### src/rtl/fir_stim_pkg.sv
// fir_stim_pkg
//   Shared types and constants for the FIR stimulus generator.
//   - mode_e  : sequence selector latched on an accepted start
//   - state_e : sequencer states
//   - amplitude constants for the impulse, step and three-tone sequences
//   - tone_term() : signed contribution of one square-wave tone
package fir_stim_pkg;

  typedef enum logic [1:0] {
    MODE_TONE    = 2'd0,
    MODE_IMPULSE = 2'd1,
    MODE_STEP    = 2'd2,
    MODE_RSVD    = 2'd3
  } mode_e;

  typedef enum logic [1:0] {
    ST_IDLE = 2'd0,
    ST_RUN  = 2'd1,
    ST_DONE = 2'd2
  } state_e;

  localparam int IMPULSE_AMP = 32'sd10000;
  localparam int STEP_AMP    = 32'sd800;
  localparam int TONE_AMP0   = 32'sd1000;
  localparam int TONE_AMP1   = 32'sd100;
  localparam int TONE_AMP2   = 32'sd100;

  // neg=1 selects the negative half-cycle of the square wave.
  function automatic int tone_term(input logic neg, input int amp);
    int val;
    if (neg) begin
      val = -amp;
    end else begin
      val = amp;
    end
    return val;
  endfunction

endpackage

### src/rtl/fir_stim_gen_square_osc.sv
// square_osc
//   Square-wave phase tracker for one tone. The internal phase (count_r,
//   sign_r) describes the sample currently on the generator output; it steps
//   once per accepted sample and flips sign every HALF samples.
//   Ports:
//     clk     - rising-edge clock
//     reset   - asynchronous active-low reset (count 0, sign +)
//     clear   - restart the phase at sample 0 (count 0, sign +)
//     advance - one sample was accepted downstream
//     sign    - sign of the FOLLOWING sample (1 = negative half-cycle).
//               The generator preloads its output register with the next
//               sample on the same edge the phase steps, so it needs this
//               one-sample lookahead rather than the current sign.
module square_osc #(
  parameter int HALF = 100
) (
  input  logic clk,
  input  logic reset,
  input  logic clear,
  input  logic advance,
  output logic sign
);

  localparam int CW = (HALF > 1) ? $clog2(HALF) : 1;

  logic [CW-1:0] count_r;
  logic          sign_r;
  logic          wrap_s;

  // The current half-cycle ends after this sample.
  assign wrap_s = (count_r == CW'(HALF - 1));

  // Phase register: restart on clear, step on advance, flip sign on wrap.
  always_ff @(posedge clk or negedge reset) begin
    if (!reset) begin
      count_r <= {CW{1'b0}};
      sign_r  <= 1'b0;
    end else if (clear) begin
      count_r <= {CW{1'b0}};
      sign_r  <= 1'b0;
    end else if (advance) begin
      if (wrap_s) begin
        count_r <= {CW{1'b0}};
        sign_r  <= ~sign_r;
      end else begin
        count_r <= count_r + 1'b1;
      end
    end else begin
      count_r <= count_r;
      sign_r  <= sign_r;
    end
  end

  // Lookahead sign for the next sample index.
  assign sign = sign_r ^ wrap_s;

endmodule

### src/rtl/fir_stim_gen.sv
// fir_stim_gen
//   Test-stimulus source for a FIR filter input. On an accepted start it
//   emits 'length' samples of the selected sequence (three-tone square mix,
//   impulse, step or all-zero) under a valid/ready handshake, then pulses
//   done for one cycle.
//   Ports:
//     clk          - rising-edge clock
//     reset        - asynchronous active-low reset
//     start        - begin a sequence (only honoured while idle)
//     mode         - sequence select, latched with start
//     length       - number of samples, latched with start
//     sample_ready - downstream accepts the current sample
//     sample_valid - sample carries a valid value (registered)
//     sample       - signed sample value (registered)
//     busy         - sequence in progress (registered)
//     done         - one-cycle end-of-sequence pulse (registered)
module fir_stim_gen
  import fir_stim_pkg::*;
#(
  parameter int width      = 16,
  parameter int TONE_HALF0 = 100,
  parameter int TONE_HALF1 = 5,
  parameter int TONE_HALF2 = 12
) (
  input  logic                    clk,
  input  logic                    reset,
  input  logic                    start,
  input  logic [1:0]              mode,
  input  logic [15:0]             length,
  input  logic                    sample_ready,
  output logic                    sample_valid,
  output logic signed [width-1:0] sample,
  output logic                    busy,
  output logic                    done
);

  // Two guard bits keep the sum of all terms from wrapping before saturation.
  localparam int SW = width + 2;
  localparam logic signed [SW-1:0] SAT_MAX = SW'((2 ** (width - 1)) - 1);
  localparam logic signed [SW-1:0] SAT_MIN = -SAT_MAX - SW'(1);

  state_e                   state_r;
  mode_e                    mode_r;
  logic [15:0]              len_r;
  logic [15:0]              n_r;
  logic                     sample_valid_r;
  logic                     busy_r;
  logic                     done_r;
  logic signed [width-1:0]  sample_r;

  logic                     start_acc_s;
  logic                     xfer_s;
  logic                     last_s;
  logic                     nsign0_s;
  logic                     nsign1_s;
  logic                     nsign2_s;
  logic signed [width-1:0]  first_sample_s;
  logic signed [width-1:0]  next_sample_s;

  // Sample value for index idx given the tone signs that apply to it.
  function automatic logic signed [width-1:0] calc_sample(
    input mode_e       m,
    input logic [15:0] idx,
    input logic        s0,
    input logic        s1,
    input logic        s2
  );
    logic signed [SW-1:0]    sum;
    logic signed [width-1:0] res;
    case (m)
      MODE_TONE: begin
        sum = SW'(tone_term(s0, TONE_AMP0)) + SW'(tone_term(s1, TONE_AMP1))
            + SW'(tone_term(s2, TONE_AMP2));
      end
      MODE_IMPULSE: begin
        if (idx == 16'd0) begin
          sum = SW'(IMPULSE_AMP);
        end else begin
          sum = {SW{1'b0}};
        end
      end
      MODE_STEP: begin
        sum = SW'(STEP_AMP);
      end
      default: begin
        sum = {SW{1'b0}};
      end
    endcase
    if (sum > SAT_MAX) begin
      res = SAT_MAX[width-1:0];
    end else if (sum < SAT_MIN) begin
      res = SAT_MIN[width-1:0];
    end else begin
      res = sum[width-1:0];
    end
    return res;
  endfunction

  assign start_acc_s = (state_r == ST_IDLE) && start;
  assign xfer_s      = sample_valid_r && sample_ready;
  assign last_s      = (n_r == (len_r - 16'd1));

  square_osc #(.HALF(TONE_HALF0)) u_osc0 (
    .clk     (clk),
    .reset   (reset),
    .clear   (start_acc_s),
    .advance (xfer_s),
    .sign    (nsign0_s)
  );

  square_osc #(.HALF(TONE_HALF1)) u_osc1 (
    .clk     (clk),
    .reset   (reset),
    .clear   (start_acc_s),
    .advance (xfer_s),
    .sign    (nsign1_s)
  );

  square_osc #(.HALF(TONE_HALF2)) u_osc2 (
    .clk     (clk),
    .reset   (reset),
    .clear   (start_acc_s),
    .advance (xfer_s),
    .sign    (nsign2_s)
  );

  // Candidate values: index 0 of a fresh sequence (all tones positive), and
  // the index after the one being transferred now.
  always_comb begin
    first_sample_s = calc_sample(mode_e'(mode), 16'd0, 1'b0, 1'b0, 1'b0);
    next_sample_s  = calc_sample(mode_r, n_r + 16'd1, nsign0_s, nsign1_s, nsign2_s);
  end

  // Sequencer with registered handshake, status and sample outputs.
  always_ff @(posedge clk or negedge reset) begin
    if (!reset) begin
      state_r        <= ST_IDLE;
      mode_r         <= MODE_TONE;
      len_r          <= 16'd0;
      n_r            <= 16'd0;
      sample_valid_r <= 1'b0;
      busy_r         <= 1'b0;
      done_r         <= 1'b0;
      sample_r       <= {width{1'b0}};
    end else begin
      case (state_r)
        ST_IDLE: begin
          done_r <= 1'b0;
          if (start) begin
            mode_r <= mode_e'(mode);
            len_r  <= length;
            n_r    <= 16'd0;
            if (length != 16'd0) begin
              state_r        <= ST_RUN;
              sample_valid_r <= 1'b1;
              busy_r         <= 1'b1;
              sample_r       <= first_sample_s;
            end else begin
              state_r <= ST_DONE;
              done_r  <= 1'b1;
            end
          end else begin
            state_r <= ST_IDLE;
          end
        end
        ST_RUN: begin
          // Without a transfer everything holds, so a stalled sample is
          // neither dropped nor repeated.
          if (xfer_s) begin
            if (last_s) begin
              state_r        <= ST_DONE;
              sample_valid_r <= 1'b0;
              busy_r         <= 1'b0;
              done_r         <= 1'b1;
              sample_r       <= {width{1'b0}};
            end else begin
              n_r      <= n_r + 16'd1;
              sample_r <= next_sample_s;
            end
          end else begin
            state_r <= ST_RUN;
          end
        end
        ST_DONE: begin
          state_r <= ST_IDLE;
          done_r  <= 1'b0;
        end
        default: begin
          state_r        <= ST_IDLE;
          sample_valid_r <= 1'b0;
          busy_r         <= 1'b0;
          done_r         <= 1'b0;
          sample_r       <= {width{1'b0}};
        end
      endcase
    end
  end

  assign sample_valid = sample_valid_r;
  assign sample       = sample_r;
  assign busy         = busy_r;
  assign done         = done_r;

endmodule

### config.mk
export PLATFORM = sky130hd
export DESIGN_NAME = fir_stim_gen
export DESIGN_NICKNAME = d
export VERILOG_FILES = /design/src/rtl/fir_stim_pkg.sv /design/src/rtl/fir_stim_gen_square_osc.sv /design/src/rtl/fir_stim_gen.sv
export SDC_FILE = /design/constraint.sdc
export NUM_CORES = 1
export LEC_CHECK = 0
export CAP_MARGIN = 20
export CORE_MARGIN = 2
export CORE_UTILIZATION = 50
export CTS_CLUSTER_DIAMETER = 120
export DETAILED_ROUTE_END_ITERATION = 10
export GPL_ROUTABILITY_DRIVEN = 0
export PLACE_DENSITY_LB_ADDON = 0.15
export RECOVER_POWER = 50
export SYNTH_ARGS = -nofsm -noshare
export SYNTH_HDL_FRONTEND = slang
export SYNTH_SLANG_ARGS = --single-unit
### constraint.sdc
create_clock -name clk -period 6.72 [get_ports clk]
set_input_delay 1.344 -clock clk [delete_from_list [all_inputs] [get_ports clk]]
set_output_delay 1.344 -clock clk [all_outputs]
set_load 0.005 [all_outputs]
# Word-level counts from Yosys, hierarchy flattened
# Cells that the tools add are included.
# classes
addsub	9
n_lt_le_gt_ge	4
n_eq_ne	16
bitwise_logic	7
mux	57
n_reduce_logical	20
# ops
operator	n
$mux 16	11
$mux 18	8
$pmux 18 s3	2
$add 18x18->18	4
$pmux 16 s3	1
$gt 18x16->1 const B	2
$lt 18x16->1 const B	2
$pmux 16 s2	1
$mux 7	3
$mux 1	17
$add 16x1->16 const B	1
$eq 16x16->1	1
$logic_not 16->1	1
$reduce_bool 16->1	1
$sub 16x1->16 const B	1
$mux 14	1
$mux 4	3
$reduce_and 2->1	5
$reduce_bool 2->1	5
$mux 3	3
$mux 2	4
$reduce_and 4->1	2
$add 7x1->7 const B	1
$eq 7x7->1 const B	1
17 further kinds	32
# word_totals
output_inout_bits	19
register_bits	71
wordCells	126

# Depth between registers and ports, before layout
# logic_depth
depth_word	13
mapped_depth	17

# Cells and area by module
# From an unflattened synthesis, not the netlist that was laid out.
# hier_totals
hier_cells	582
area_unflattened_um2	4894.7
# by_module_without_submodules
mod	instances	cells_per_inst	seq_area_each_um2	area_per_inst_um2
fir_stim_gen	1	488	1301.2	3978.8
square_osc at u_osc0	1	47	200.2	432.9
square_osc at u_osc2	1	26	125.1	265.3
square_osc at u_osc1	1	21	100.1	217.7

# Worst setup path before layout
# OpenSTA, ideal clock, no wires.
# synth_path
kind	register -> register
start	register u_osc0.count_r[2]
end	register sample_r[10], in the netlist sample[10]
path_slack_ns	2.867
period_less_slack_ns	3.853
required_ns	6.637
stages_incl_launch_ff	16
arrival_time_ns	3.770
path_buffers	0
setup_ns	0.083
cell_sequence	dfrtp_1 -> nor4b_1 -> nand3_1 -> xor2_1 -> inv_1 -> fa_1 -> inv_1 -> ha_1 -> ha_1 -> a21o_1 -> a21oi_1 -> o22ai_1 -> mux2_2 -> xnor2_1 -> a21oi_1 -> o21ai_0
# synth_between
elab_chain_cells	13
word_cells_on_any_way	14
classes_between	2 x add/sub; 2 x order compare; 1 x eq/ne; 8 x mux; 1 x bitwise
# synth_rtl
item	line	rtl
from (decl)	fir_stim_gen_square_osc.sv:26	logic [CW-1:0] count_r;
from (signal assigned)	fir_stim_gen_square_osc.sv:36	count_r <= {CW{1'b0}};
from (signal assigned)	fir_stim_gen_square_osc.sv:39	count_r <= {CW{1'b0}};
from (signal assigned)	fir_stim_gen_square_osc.sv:43	count_r <= {CW{1'b0}};
$eq 7x7->1 (*)	fir_stim_gen_square_osc.sv:31	assign wrap_s = (count_r == CW'(HALF - 1));
$xor 1x1->1 (*)	fir_stim_gen_square_osc.sv:55	assign sign = sign_r ^ wrap_s;
$mux 18 (*)	fir_stim_pkg.sv:31	if (neg) begin
$mux 18 (*)	fir_stim_gen.sv:70	case (m)
$add 18x18->18 (*)	fir_stim_gen.sv:72	sum = SW'(tone_term(s0, TONE_AMP0)) + SW'(tone_term(s1, TONE_AMP1))
$add 18x18->18 (*)	fir_stim_gen.sv:73	+ SW'(tone_term(s2, TONE_AMP2));
$pmux 18 s3 (*)	fir_stim_gen.sv:70	
$lt 18x16->1	fir_stim_gen.sv:91	end else if (sum < SAT_MIN) begin
$mux 16	fir_stim_gen.sv:91	
$mux 16 (*)	fir_stim_gen.sv:89	if (sum > SAT_MAX) begin
$mux 16 (*)	fir_stim_gen.sv:170	if (last_s) begin
$mux 16 (*)	fir_stim_gen.sv:169	if (xfer_s) begin
$pmux 16 s3 (*)	fir_stim_gen.sv:146	case (state_r)
to (signal assigned)	fir_stim_gen.sv:144	sample_r <= {width{1'b0}};
to (signal assigned)	fir_stim_gen.sv:175	sample_r <= {width{1'b0}};
to (signal assigned)	fir_stim_gen.sv:178	sample_r <= next_sample_s;
to (decl)	fir_stim_gen.sv:49	logic signed [width-1:0] sample_r;
# Mark *: on every way between the ends. The rest lies on a longest branch, timed or not. The select of a mux whose other input is x is not followed.
# A chain may end at the register's enable or synchronous reset.

==> results.tsv <==
stage	metric	value	unit
sta	Final TNS setup	0	ns
worst_setup_path	Max stage delay on crit path	2.53	ns
floorplanning	Initial Utilization	50.8	%
worst_setup_path	Reg2Reg Setup Slack	2.42	ns
worst_setup_path	Crit Path Category	in -> async	
clock_tree	CTS H-tree lvls	3	
power	overall power	2180	uW
clock_tree	CTS Hold Buffers Added	0	
synthesis	average instance area after synthesis	8.29	um^2
clock_tree	Setup Buffers After CTS	0	
worst_setup_path	CP Depth	2	
synthesis	Synth Net Count	612	
worst_setup_path	crit path DAT	4.00	ns
sta	min Tclk post-route	4.36	ns
synthesis	register bit count reported by yosys	67	
power	Comb pwr share	50.3	%
floorplanning	IO Count	41	
worst_setup_path	CP cell instances	buf_2 > clkbuf_1	
floorplanning	Die Width	100	um
hold_path	worst hold stages	2	
floorplanning	Die Area	10100	um^2
worst_setup_path	CP max FO	67	
worst_setup_path	Data required, critical path	6.36	ns
finish	Inserted Diodes	0	
grt	gr usage total	23.0	%
power	Int Pwr	1270	uW
clock_tree	clock latency on the worst-skew pair	0.35	ns
power	P_sw	906	uW
hold_path	Hold Path Class	reg -> reg	
sta	RSZ-0062 raised after global routing	false	
worst_setup_path	R2R cell count	15	
worst_setup_path	Worst setup SP type	primary input	
finish	Layout fillers	849	
sta	fin crit share	64.9	%
clock_tree	clock-pin slew on the worst setup and hold paths	0.08	ns
synthesis	number of flops mapped to enable cells by yosys	0	
routing	Pre-antenna DRT Iters	4	
floorplanning	Core ar.	9150	um^2
placement	Final HPWL DP	7.81	mm
power	Flop pwr share	30.3	%
clock_tree	CTS tree	done	
finish	Area growth syn-to-layout	12.9	%
sta	Max-slew headroom	-141	%
routing	drt drc	0	
sta	final setup fails	0	
floorplanning	Cell Rows	35	
worst_setup_path	CP Buf/Inv Count	2	
finish	Util after Layout	57.4	%
grt	pin count of the biggest net entering global routing	68	
synthesis	Mapped Cells	561	
finish	commonest non-fill, non-tap cells in the layout	96 x nand2_1, 67 x dfrtp_1, 46 x nor2_1, 38 x clkdlybuf4s50_1, 35 x a21oi_1	
power	power density cells	414	nW/um^2
synthesis	Synth cell types	63	
sta	Slew Viols, Final	106	
grt	first-pass GRT wire length	18.6	mm
clock_tree	root buf cell	clkbuf_8	
synthesis	sequential share of the synthesized area	36.1	%
synthesis	total number of yosys warnings	0	
clock_tree	CTS Buf Count	9	
hold_path	Worst Hold Launch	sample[6]	
placement	Port Buffers	40	
worst_setup_path	CP endpoint kind	async pin	
clock_tree	Clock Path Buffers	2	
clock_tree	Resized cells post-CTS	0	
sta	final hold vios	0	
sta	Layout Skew	0.00914	ns
routing	WL/cell	15.7	um
sta	Worst Tran Pin Value	3.62	ns
routing	Routed WL	10.9	mm
finish	Final #Nets	626	
run_status	status	complete, but fails checks	
worst_setup_path	RR Startpoint	u_osc0.count_r[2]	
routing	initial drt markers	155	
synthesis	Synth async-reset ratio	100	%
power	Clock Power Share	19.4	%
sta	Fmax	229	MHz
finish	share of cells above drive strength 1	5.17	%
power	Sw Share	41.6	%
worst_setup_path	crit path max-delay cell type	clkbuf_1	
hold_path	hold worst-path end	sample[6]	
worst_setup_path	reg2reg end	sample[10]	
run	max-cap violations	2	
synthesis	Netlist Area Pre-Place	4650	um^2
routing	antenna viol nets, final	0	
routing	vias per cell	5.81	
grt	grt ovf	0	
finish	commonest non-fill, non-tap cell in the layout	nand2_1	
worst_setup_path	delay-heaviest family, CP	buffers and inverters	
grt	number of global-route vias before repair	3936	
routing	routed via count	4016	
run_status	violated checks	max-capacitance violations, max-slew violations	
power	Max IR drop VDD	0.543	mV
power	leak pwr	0.00229	uW
synthesis	top_reg_cell synth	dfrtp_1	
floorplanning	Die Y	100	um
grt	initial antenna violation count	0	
clock_tree	CTS sink count	67	
-- per-layer routing --
metal  share of wire, %  global-route usage, %  wire length (um)
met5                  0                      0                 0
met4                1.5                   7.27               160
met2                 50                   38.9              5420
met3                3.3                   5.15               364
met1                 45                   29.5              4930
-- worst max path at each step --
stage	start	to	slack [ns]
2_1_floorplan	u_osc0.count_r[2]	sample[10]	2.87
3_3_place_gp	u_osc0.count_r[2]	sample[10]	2.62
3_5_place_dp	u_osc0.count_r[2]	sample[10]	2.42
4_1_cts	u_osc0.count_r[2]	sample[10]	2.39
5_1_grt	reset	len_r[2]	1.48
6_report	reset	len_r[13]	2.36
-- power groups by stage --
| stage | clock network (uW) | logic [uW] | registers, uW |
|---|---|---|---|
| 6_report | 423 | 1090 | 659 |
| 5_1_grt | 445 | 1250 | 679 |
| 4_1_cts | 433 | 1100 | 658 |
| 3_5_place_dp | 0 | 1090 | 666 |
| 3_3_place_gp | 0 | 1040 | 661 |
| 2_1_floorplan | 0 | 872 | 599 |
-- cell usage after synthesis, drive strengths merged, types with 15 or more instances --
cell	instances	area [um^2]
a21oi	35	175
inv	21	78.8
nor4	15	93.8
dfrtp	67	1680
o21ai	34	170
xnor2	16	140
ha	25	313
xor2	16	140
nor2	46	173
nand2	96	360
clkbuf	29	109
nand3	18	90.1
-- cells by family (layout without fill, tap and decap cells) --
family	after synthesis	in the layout	synth area share, %
AND/OR/NAND/NOR	243	243	25.1
AO/OA/AOI/OAI	117	117	15.6
flip-flops	67	67	36.1
buffers and inverters	62	81	6.08
XOR/XNOR	33	33	6.51
adder cells (fa/ha/maj)	29	29	8.45
multiplexers	10	10	2.18
-- state kept, by name, summed over array words and instances, names as in the netlist --
signal	count
done	1
u_osc2.sign_r	1
mode_r	2
len_r	16
state_r	2
u_osc0.count_r	7
u_osc2.count_r	4
u_osc1.sign_r	1
u_osc1.count_r	3
sample	12
busy	1
u_osc0.sign_r	1
n_r	16
-- through the flow --
| step | std cells | cell area, um^2 | hold slack [ns] | setup WS [ns] |
|---|---|---|---|---|
| after floorplan | 561 | 4650 | 0.451 | 2.87 |
| after global placement | 675 | 5010 | 0.475 | 2.62 |
| after detailed placement | 675 | 5010 | 0.480 | 2.42 |
| after CTS | 691 | 5260 | 0.499 | 2.39 |
| after global routing | 691 | 5250 | 0.517 | 1.48 |
| final | 691 | 5250 | 0.494 | 2.36 |
-- worst reg2reg max path, cell delays in order (launching register included) --
cell,delay [ns]
dfrtp_1,0.43
nor4b_1,0.29
nand3_1,0.24
xor2_1,0.43
inv_1,0.18
fa_1,0.63
inv_1,0.11
ha_1,0.34
ha_1,0.32
a21o_1,0.16
a21oi_1,0.23
o22ai_1,0.17
mux2_2,0.30
xnor2_1,0.16
a21oi_1,0.08
o21ai_0,0.17
-- layout make-up --
cell class | count | area [um^2] | area share [%]
Clock buffer | 9 | 124 | 2.36
Tap cell | 111 | 139 | 2.64
Multi-Input combinational cell | 432 | 2690 | 51.3
Sequential cell | 67 | 1680 | 31.9
Inverter | 21 | 78.8 | 1.50
Clock inverter | 7 | 124 | 2.36
Timing Repair Buffer | 44 | 418 | 7.96
Note: power is estimated with default switching activity, not from simulation.
